[src/rtl/fuzz_vector_driver_pkg.sv]
// Shared definitions for the fuzz vector driver: FSM encoding, LFSR taps,
// CRC polynomial, seed-mix constant and the single-step helpers.
package fuzz_vector_driver_pkg;

  localparam logic [1:0] ST_IDLE  = 2'd0;
  localparam logic [1:0] ST_DRIVE = 2'd1;
  localparam logic [1:0] ST_DRAIN = 2'd2;
  localparam logic [1:0] ST_DONE  = 2'd3;

  localparam int LFSR_W   = 96;
  localparam int LFSR_TAP0 = 95;
  localparam int LFSR_TAP1 = 93;
  localparam int LFSR_TAP2 = 48;
  localparam int LFSR_TAP3 = 46;

  localparam logic [31:0] CRC_POLY = 32'h04C11DB7;
  localparam logic [31:0] SEED_MIX = 32'hA5A5A5A5;

  // Fibonacci shift-left; the feedback bit enters at bit 0.
  function automatic logic [LFSR_W-1:0] lfsr_step(input logic [LFSR_W-1:0] v);
    return {v[LFSR_W-2:0], v[LFSR_TAP0] ^ v[LFSR_TAP1] ^ v[LFSR_TAP2] ^ v[LFSR_TAP3]};
  endfunction

  function automatic logic [31:0] crc32_step(input logic [31:0] s);
    return {s[30:0], 1'b0} ^ (s[31] ? CRC_POLY : 32'h0);
  endfunction

endpackage

[src/rtl/fuzz_misr32.sv]
// 32-bit MISR compacting a 96-bit response, folded into three 32-bit words.
module fuzz_misr32
  import fuzz_vector_driver_pkg::*;
(
  input  logic        clk,
  input  logic        rst_n,
  input  logic        clear,
  input  logic        enable,
  input  logic [95:0] data,
  output logic [31:0] signature
);

  logic [31:0] sig_q;

  // NOTE: sequential state uses non-blocking assignments so every register
  // samples pre-edge values regardless of block evaluation order.
  always_ff @(posedge clk or negedge rst_n) begin
    if (!rst_n) begin
      sig_q <= 32'h0;
    end else if (clear) begin
      sig_q <= 32'hFFFF_FFFF;
    end else if (enable) begin
      sig_q <= crc32_step(sig_q) ^ (data[95:64] ^ data[63:32] ^ data[31:0]);
    end
  end

  assign signature = sig_q;

endmodule

[src/rtl/fuzz_vector_driver.sv]
// Drives LFSR stimulus into a DUT of fixed LATENCY and compacts the
// responses into a MISR signature, one run per accepted start.
module fuzz_vector_driver
  import fuzz_vector_driver_pkg::*;
#(
  parameter int LATENCY = 0,
  parameter int SIG_W   = 32
) (
  input  logic             clkin_data,
  input  logic             rst_n,
  input  logic             start,
  input  logic [31:0]      seed,
  input  logic [15:0]      num_vectors,
  output logic [95:0]      dut_in,
  input  logic [95:0]      dut_out,
  output logic             busy,
  output logic             done,
  output logic [SIG_W-1:0] signature,
  output logic [15:0]      vec_count
);

  logic [1:0]  state_q, state_d;
  logic [95:0] lfsr_q, lfsr_d;
  logic [15:0] vec_cnt_q, vec_cnt_d;
  logic [15:0] nv_q, nv_d;
  logic [15:0] drain_q, drain_d;
  logic        misr_clear;
  logic        drive;
  logic        sample_en;

  assign drive = (state_q == ST_DRIVE);

  always_comb begin
    // NOTE: every combinational output gets a default first so no path
    // through the case leaves it unassigned, which would infer a latch.
    state_d    = state_q;
    lfsr_d     = lfsr_q;
    vec_cnt_d  = vec_cnt_q;
    nv_d       = nv_q;
    drain_d    = drain_q;
    misr_clear = 1'b0;
    case (state_q)
      ST_IDLE: begin
        if (start) begin
          lfsr_d     = {~seed, seed, seed ^ SEED_MIX};
          vec_cnt_d  = 16'd0;
          nv_d       = num_vectors;
          misr_clear = 1'b1;
          state_d    = (num_vectors == 16'd0) ? ST_DONE : ST_DRIVE;
        end
      end
      ST_DRIVE: begin
        lfsr_d    = lfsr_step(lfsr_q);
        vec_cnt_d = vec_cnt_q + 16'd1;
        // nv_q is non-zero here, so nv_q - 1 cannot wrap.
        if (vec_cnt_q == nv_q - 16'd1) begin
          drain_d = 16'd0;
          state_d = (LATENCY == 0) ? ST_DONE : ST_DRAIN;
        end
      end
      ST_DRAIN: begin
        if (drain_q == 16'(LATENCY - 1)) state_d = ST_DONE;
        else                             drain_d = drain_q + 16'd1;
      end
      default: state_d = ST_IDLE;
    endcase
  end

  always_ff @(posedge clkin_data or negedge rst_n) begin
    if (!rst_n) begin
      state_q   <= ST_IDLE;
      lfsr_q    <= '0;
      vec_cnt_q <= '0;
      nv_q      <= '0;
      drain_q   <= '0;
    end else begin
      state_q   <= state_d;
      lfsr_q    <= lfsr_d;
      vec_cnt_q <= vec_cnt_d;
      nv_q      <= nv_d;
      drain_q   <= drain_d;
    end
  end

  // Each applied vector is tagged; its response is sampled when the tag
  // reaches the end of a pipe as deep as the DUT.
  generate
    if (LATENCY == 0) begin : g_comb_dut
      assign sample_en = drive;
    end else begin : g_seq_dut
      logic [LATENCY-1:0] vpipe_q;
      always_ff @(posedge clkin_data or negedge rst_n) begin
        if (!rst_n) vpipe_q <= '0;
        else        vpipe_q <= (vpipe_q << 1) | LATENCY'(drive);
      end
      assign sample_en = vpipe_q[LATENCY-1];
    end
  endgenerate

  fuzz_misr32 u_misr (
    .clk       (clkin_data),
    .rst_n     (rst_n),
    .clear     (misr_clear),
    .enable    (sample_en),
    .data      (dut_out),
    .signature (signature)
  );

  assign dut_in    = lfsr_q;
  assign vec_count = vec_cnt_q;
  assign busy      = (state_q == ST_DRIVE) || (state_q == ST_DRAIN);
  assign done      = (state_q == ST_DONE);

endmodule

[config.mk]
export PLATFORM = sky130hd
export DESIGN_NAME = fuzz_vector_driver
export DESIGN_NICKNAME = d
export VERILOG_FILES = /design/src/rtl/fuzz_vector_driver_pkg.sv /design/src/rtl/fuzz_misr32.sv /design/src/rtl/fuzz_vector_driver.sv
export SDC_FILE = /design/constraint.sdc
export NUM_CORES = 1
export LEC_CHECK = 0
export CAP_MARGIN = 20
export CELL_PAD_IN_SITES_DETAIL_PLACEMENT = 2
export CELL_PAD_IN_SITES_GLOBAL_PLACEMENT = 2
export CORE_UTILIZATION = 31
export CTS_BUF_LIST = sky130_fd_sc_hd__clkbuf_8
export DETAILED_ROUTE_END_ITERATION = 6
export GPL_ROUTABILITY_DRIVEN = 0
export PLACE_DENSITY = 0.95
export SLEW_MARGIN = 20
export SYNTH_ARGS = -nofsm -noshare
export SYNTH_HDL_FRONTEND = slang
export SYNTH_SLANG_ARGS = --single-unit
[constraint.sdc]
create_clock -name clkin_data -period 5.6 [get_ports clkin_data]
set_clock_uncertainty 0.15 [all_clocks]
set_input_delay 1.12 -clock clkin_data [delete_from_list [all_inputs] [get_ports clkin_data]]
set_output_delay 1.12 -clock clkin_data [all_outputs]
set_load 0.05 [all_outputs]
; After elaboration in Yosys (flattened, before gate mapping)
; Index checks and enable logic that the tools add are counted.
[word_totals]
register_bits = 178
inputBits = 147
elab_cells = 54
[op_classes]
add_sub_neg = 3
eq_ne = 9
mux = 17
n_bitwise = 9
reduce_logical = 10
[ops]
columns = cell, count
row1 = $pmux 96 s2, 1
row2 = $xor 32x32->32, 4
row3 = $mux 96, 1
row4 = $mux 32, 2
row5 = $pmux 16 s2, 2
row6 = $mux 16, 3
row7 = $add 16x1->16 const B, 2
row8 = $not 32->32, 1
row9 = $mux 27, 1
row10 = $eq 16x16->1, 1
row11 = $eq 16x16->1 const B, 1
row12 = $logic_not 16->1, 1
row13 = $not 16->16, 1
row14 = $sub 16x1->16 const B, 1
row15 = $mux 2, 4
row16 = $ne 2x2->1 const B, 3
row17 = $pmux 2 s3, 1
row18 = $reduce_and 3->1, 2
row19 = $reduce_bool 2->1, 3
row20 = $eq 2x2->1 const B, 2
row21 = $reduce_and 2->1, 2
row22 = $xor 1x1->1, 3
row23 = $eq 2x1->1 const B, 1
row24 = $logic_not 2->1, 1
row25 = 3 further kinds, 4

; Depth between registers and ports, before layout
[depth]
ltp_word = 5
mapped_depth = 12

; Modules after synthesis
; From an unflattened synthesis, not the netlist that was laid out.
[unflattened]
hier_cells = 997
area_unflattened_um2 = 9635.5
[modules_own_cells]
columns = module, instances, cells_per_inst, area_per_inst_um2
row1 = fuzz_vector_driver, 1, 794, 7342.0
row2 = fuzz_misr32, 1, 203, 2293.4

; Worst setup path before layout
; OpenSTA, ideal clock, no wires.
[synth_timing]
path_kind = reg2reg
startpoint = register nv_q[0]
endpoint = register drain_q[0]
setup_ps = 125
t_arrival_ps = 2964
setup_slack_ps = 2361
stages_incl_launch_ff = 12
path_buffers = 2
synth_period_minus_slack_ps = 3239
path_cell_list = dfrtp_1 -> inv_1 -> ha_1 -> or3b_1 -> clkbuf_1 -> nor4_1 -> nor4bb_1 -> a311oi_1 -> o41a_1 -> buf_2 -> nor2_1 -> mux2_2
[synth_between]
elab_chain_cells = 4
[synth_rtl]
columns = element, line
row1 = "start, declared", fuzz_vector_driver.sv:25  ; logic [15:0] nv_q, nv_d;
row2 = "start signal, assigned", fuzz_vector_driver.sv:80  ; nv_q <= nv_d;
row3 = $sub 16x1->16, fuzz_vector_driver.sv:56  ; if (vec_cnt_q == nv_q - 16'd1) begin
row4 = $eq 16x16->1, fuzz_vector_driver.sv:56
row5 = $ne 2x1->1 (no source line), --
row6 = $reduce_and 3->1 (no source line), --
row7 = "end signal, assigned", fuzz_vector_driver.sv:81  ; drain_q <= drain_d;
row8 = "end, declared", fuzz_vector_driver.sv:26  ; logic [15:0] drain_q, drain_d;
; No other way between the ends.
; A chain may end at the register's enable or synchronous reset.

; Worst setup path in the final report
[layout_timing]
startpoint = register nv_q[0]
endpoint = register drain_q[9]
; Same word-level chain as after synthesis.

==> impl_metrics.yaml <==
detailed_routing:
  drt-pass1-iter-count: 4
  wire_per_inst_um: 23.8
  total_number_of_vias: 8941
  drc_errors: 0
  detail_route.iter0.violations: 669
  detail-route-antenna-nets: 0
  routed_wl_um: 40000
  via_per_inst: 5.31
timing:
  final-setup-viol-count: 0
  final_cycle_share: 0.705
  number_of_hold_violations_in_the_final_report: 0
  fmax_mhz: 253
  max_slew_margin: 0.265
  timing.setup.tns_ns: 0
  period_needed_ns: 3.95
  final_max_slew_viol_count: 0
  tightest_slew_ns: 1.10
  grt_setup_unrepaired: "false"
die:
  boundaryPins: 293
  fp-row-count: 63
  core_region_area_sq_um: 29800
  start_util: 0.317
  design.die.area_sq_um: 31100
  chipHeight_um: 176
  die_x_um: 176
worst_setup_path:
  worstPathRequired_ns: 5.85
  path_buf_inv: 1
  timing.critical_path.to_type: "register"
  timing.setup.critical_path_class: "register to register"
  crit_chain: "inv_1 -> ha_1 -> or3b_1 -> nor4_1 -> nor4bb_1 -> a311oi_1 -> o41a_2 -> or4_1 -> a21oi_1"
  cp_data_arrival_time_ns: 4.20
  critPathLaunchType: "register"
  crit_family: "simple AND/OR/NAND/NOR gates"
  worst_stage_delay_on_the_critical_path_ns: 0.79
  critical_path.slowest_cell: "sky130_fd_sc_hd__o41a_2"
  timing.critical_path.fanout_max: 35
synthesis:
  synth_enable_flop_cells: 0
  ys_dominant_reg_cell: "sky130_fd_sc_hd__dfrtp_1"
  yosysWarnings: 0
  synth.yosys.seq_area_share: 0.472
  synth.distinct_cells: 56
  post-synth-top-area-cell: "sky130_fd_sc_hd__dfrtp_1"
  postSynthRegisterBits: 178
  synth_async_sr_flop_share: 1.00
  post_synth_instance_area_sq_um: 9440
  synthesis.area_per_instance_sq_um: 9.19
  synth_cells: 1027
  yosys-top-cells-area: "sky130_fd_sc_hd__dfrtp_1 (47%), sky130_fd_sc_hd__xnor2_1 (8.6%), sky130_fd_sc_hd__o21ai_0 (6.7%)"
  synthesis.nets: 1182
  synth_top_area_share: 0.472
cts:
  postCtsSetupBuffers: 0
  clk_path_buf_depth: 2
  root_buffer_cell: "sky130_fd_sc_hd__clkbuf_8"
  tritoncts: "done"
  numCtsBuffers: 17
  htreeDepth: 4
  worst_skew_pair.late_latency_ns: 0.50
  clock_sinks: 178
  post_cts_resize_count: 0
  clkTransAtPathRegs_ns: 0.10
  count_of_hold_fix_buffers_inserted_at_cts: 0
layout:
  finish.cell_count_without_fillers: 1683
  most_frequent_cells_in_the_layout: "sky130_fd_sc_hd__clkdlybuf4s50_1 (291), sky130_fd_sc_hd__dfrtp_1 (178), sky130_fd_sc_hd__o21ai_0 (125), sky130_fd_sc_hd__nand2_1 (122), sky130_fd_sc_hd__nor2_1 (98)"
  final_layout_size_suffix_gt1_frac: 0.0518
  final_nets: 1435
  final_common_cell: "sky130_fd_sc_hd__clkdlybuf4s50_1"
  area.growth.synth_to_final_pct: 38.9
  antenna_cells_inserted: 0
  fillerInstances: 3212
pwr:
  vdd_ir_drop_max_uv: 351
  p_int_mw: 3.99
  power.density_nw_per_um2: 687
  netSwitchingPower_mw: 5.02
  swShare: 0.557
  power.leakage_nw: 5.14
  share_comb_of_total_power: 0.621
  share_clk_of_total_power: 0.104
  sequentialPowerShare: 0.274
worst_hold_path:
  timing.hold.worst.class: "register to register"
placement:
  dp.final_hpwl_um: 29500
  placed_cells_incl_taps: 1651
  buffer_ports.inserted: 292
grt:
  grt_start_max_net_pins: 161
  wire_length_of_the_first_global_routing_pass_um: 61800
  grt_antenna_before_repair: 0
  grt_overflow: 0
  first_global_vias: 10235
  grt_usage: 0.262
outcome:
  status: "finished clean"
job:
  maxCapViolations: 0
[through the flow]
step           instance area, sq um  hold WS (ns)  total power, mW  setup slack, ns  utilization
2_1_floorplan                  9440         0.309             5.94             2.36            -
3_3_place_gp                  12700         0.333             7.64             1.83        0.426
3_5_place_dp                  12700         0.361             8.05             1.57        0.426
4_1_cts                       13100         0.380             9.05             1.48        0.440
5_1_grt                       13100         0.401             9.49             1.37        0.440
6_report                      13100         0.379             9.00             1.65        0.440
[layout make-up]
type	instances	area [sq um]	share of cell area
multi-input combinational	775	4740	0.361
sequential	178	4450	0.340
timing repair buffer	298	2980	0.228
clock buffer	18	248	0.0189
tap	390	488	0.0372
inverter	10	37.5	0.00286
clock inverter	14	160	0.0122
[cell families (layout without fill, tap and decap cells)]
family | Yosys count | count (layout) | share of synthesized area
XOR/XNOR | 141 | 141 | 0.131
multiplexers | 34 | 34 | 0.0383
flip-flops | 178 | 178 | 0.472
adder cells (fa/ha/maj) | 8 | 8 | 0.0106
AND/OR/NAND/NOR | 322 | 322 | 0.158
AO/OA/AOI/OAI | 270 | 270 | 0.160
buffers and inverters | 74 | 340 | 0.0306
[flip-flops by register name, summed over array words and instances, names as in the netlist]
signal            flops
dut_in               96
u_misr.signature     32
nv_q                 16
state_q               2
vec_count            16
drain_q              16
[path summary, 6_finish.rpt]
kind                            start              endpoint  slack [ns]  cells after the start
min in group asynchronous       rst_n  u_misr.signature[28]        0.54                      1
setup / recovery              nv_q[0]            drain_q[9]        1.65                      9
setup reg to reg              nv_q[0]            drain_q[9]        1.65                      9
hold reg to reg            drain_q[2]            drain_q[2]        0.38                      1
max in group asynchronous       rst_n           drain_q[12]        3.59                      2
hold / removal             drain_q[2]            drain_q[2]        0.38                      1
[worst register-to-register path, delay by kind of cell, from the launching register on]
kind	cells	cell delay (ns)
AND/OR/NAND/NOR	4	1.88
adder cells (fa/ha/maj)	1	0.20
flip-flops	1	0.46
AO/OA/AOI/OAI	3	1.07
buffers and inverters	1	0.09
[Yosys cell counts, types with 2 or more instances]
master / n
sky130_fd_sc_hd__dfrtp_1: 178
sky130_fd_sc_hd__o21ai_0: 126
sky130_fd_sc_hd__nand2_1: 122
sky130_fd_sc_hd__nor2_1: 98
sky130_fd_sc_hd__a21oi_1: 93
sky130_fd_sc_hd__xnor2_1: 93
sky130_fd_sc_hd__clkbuf_1: 51
sky130_fd_sc_hd__xor2_1: 48
sky130_fd_sc_hd__nor2b_1: 18
sky130_fd_sc_hd__o21bai_1: 18
sky130_fd_sc_hd__mux2_2: 17
sky130_fd_sc_hd__mux2i_1: 17
sky130_fd_sc_hd__nand4_1: 14
sky130_fd_sc_hd__nand3_1: 13
sky130_fd_sc_hd__buf_1: 9
sky130_fd_sc_hd__inv_1: 9
sky130_fd_sc_hd__nor3_1: 9
sky130_fd_sc_hd__o31ai_1: 9
sky130_fd_sc_hd__or3_1: 9
sky130_fd_sc_hd__ha_1: 8
sky130_fd_sc_hd__nor4_1: 8
sky130_fd_sc_hd__or4_1: 7
sky130_fd_sc_hd__and3_1: 4
sky130_fd_sc_hd__o41ai_1: 4
sky130_fd_sc_hd__and4_1: 3
sky130_fd_sc_hd__buf_2: 3
sky130_fd_sc_hd__nand2b_1: 3
sky130_fd_sc_hd__nor4b_1: 3
sky130_fd_sc_hd__a211oi_1: 2
sky130_fd_sc_hd__a21o_1: 2
sky130_fd_sc_hd__a32o_1: 2
sky130_fd_sc_hd__o211ai_1: 2
sky130_fd_sc_hd__or4_4: 2
[power groups by stage]
stage                     logic, mW  registers [mW]  clock network [mW]
after floorplan                2.19            3.75                   0
after global placement         5.24            2.40                   0
after detailed placement       5.57            2.47                   0
after CTS                      5.62            2.47               0.961
after global routing           5.95            2.54                1.00
final                          5.59            2.47               0.941
[metal layers]
metal	global-route usage	part of all wire
met4	0.101	0.029
met5	0	0
met1	0.301	0.40
met2	0.486	0.54
met3	0.0379	0.037
No activity file was read; power rests on OpenSTA's default activity.
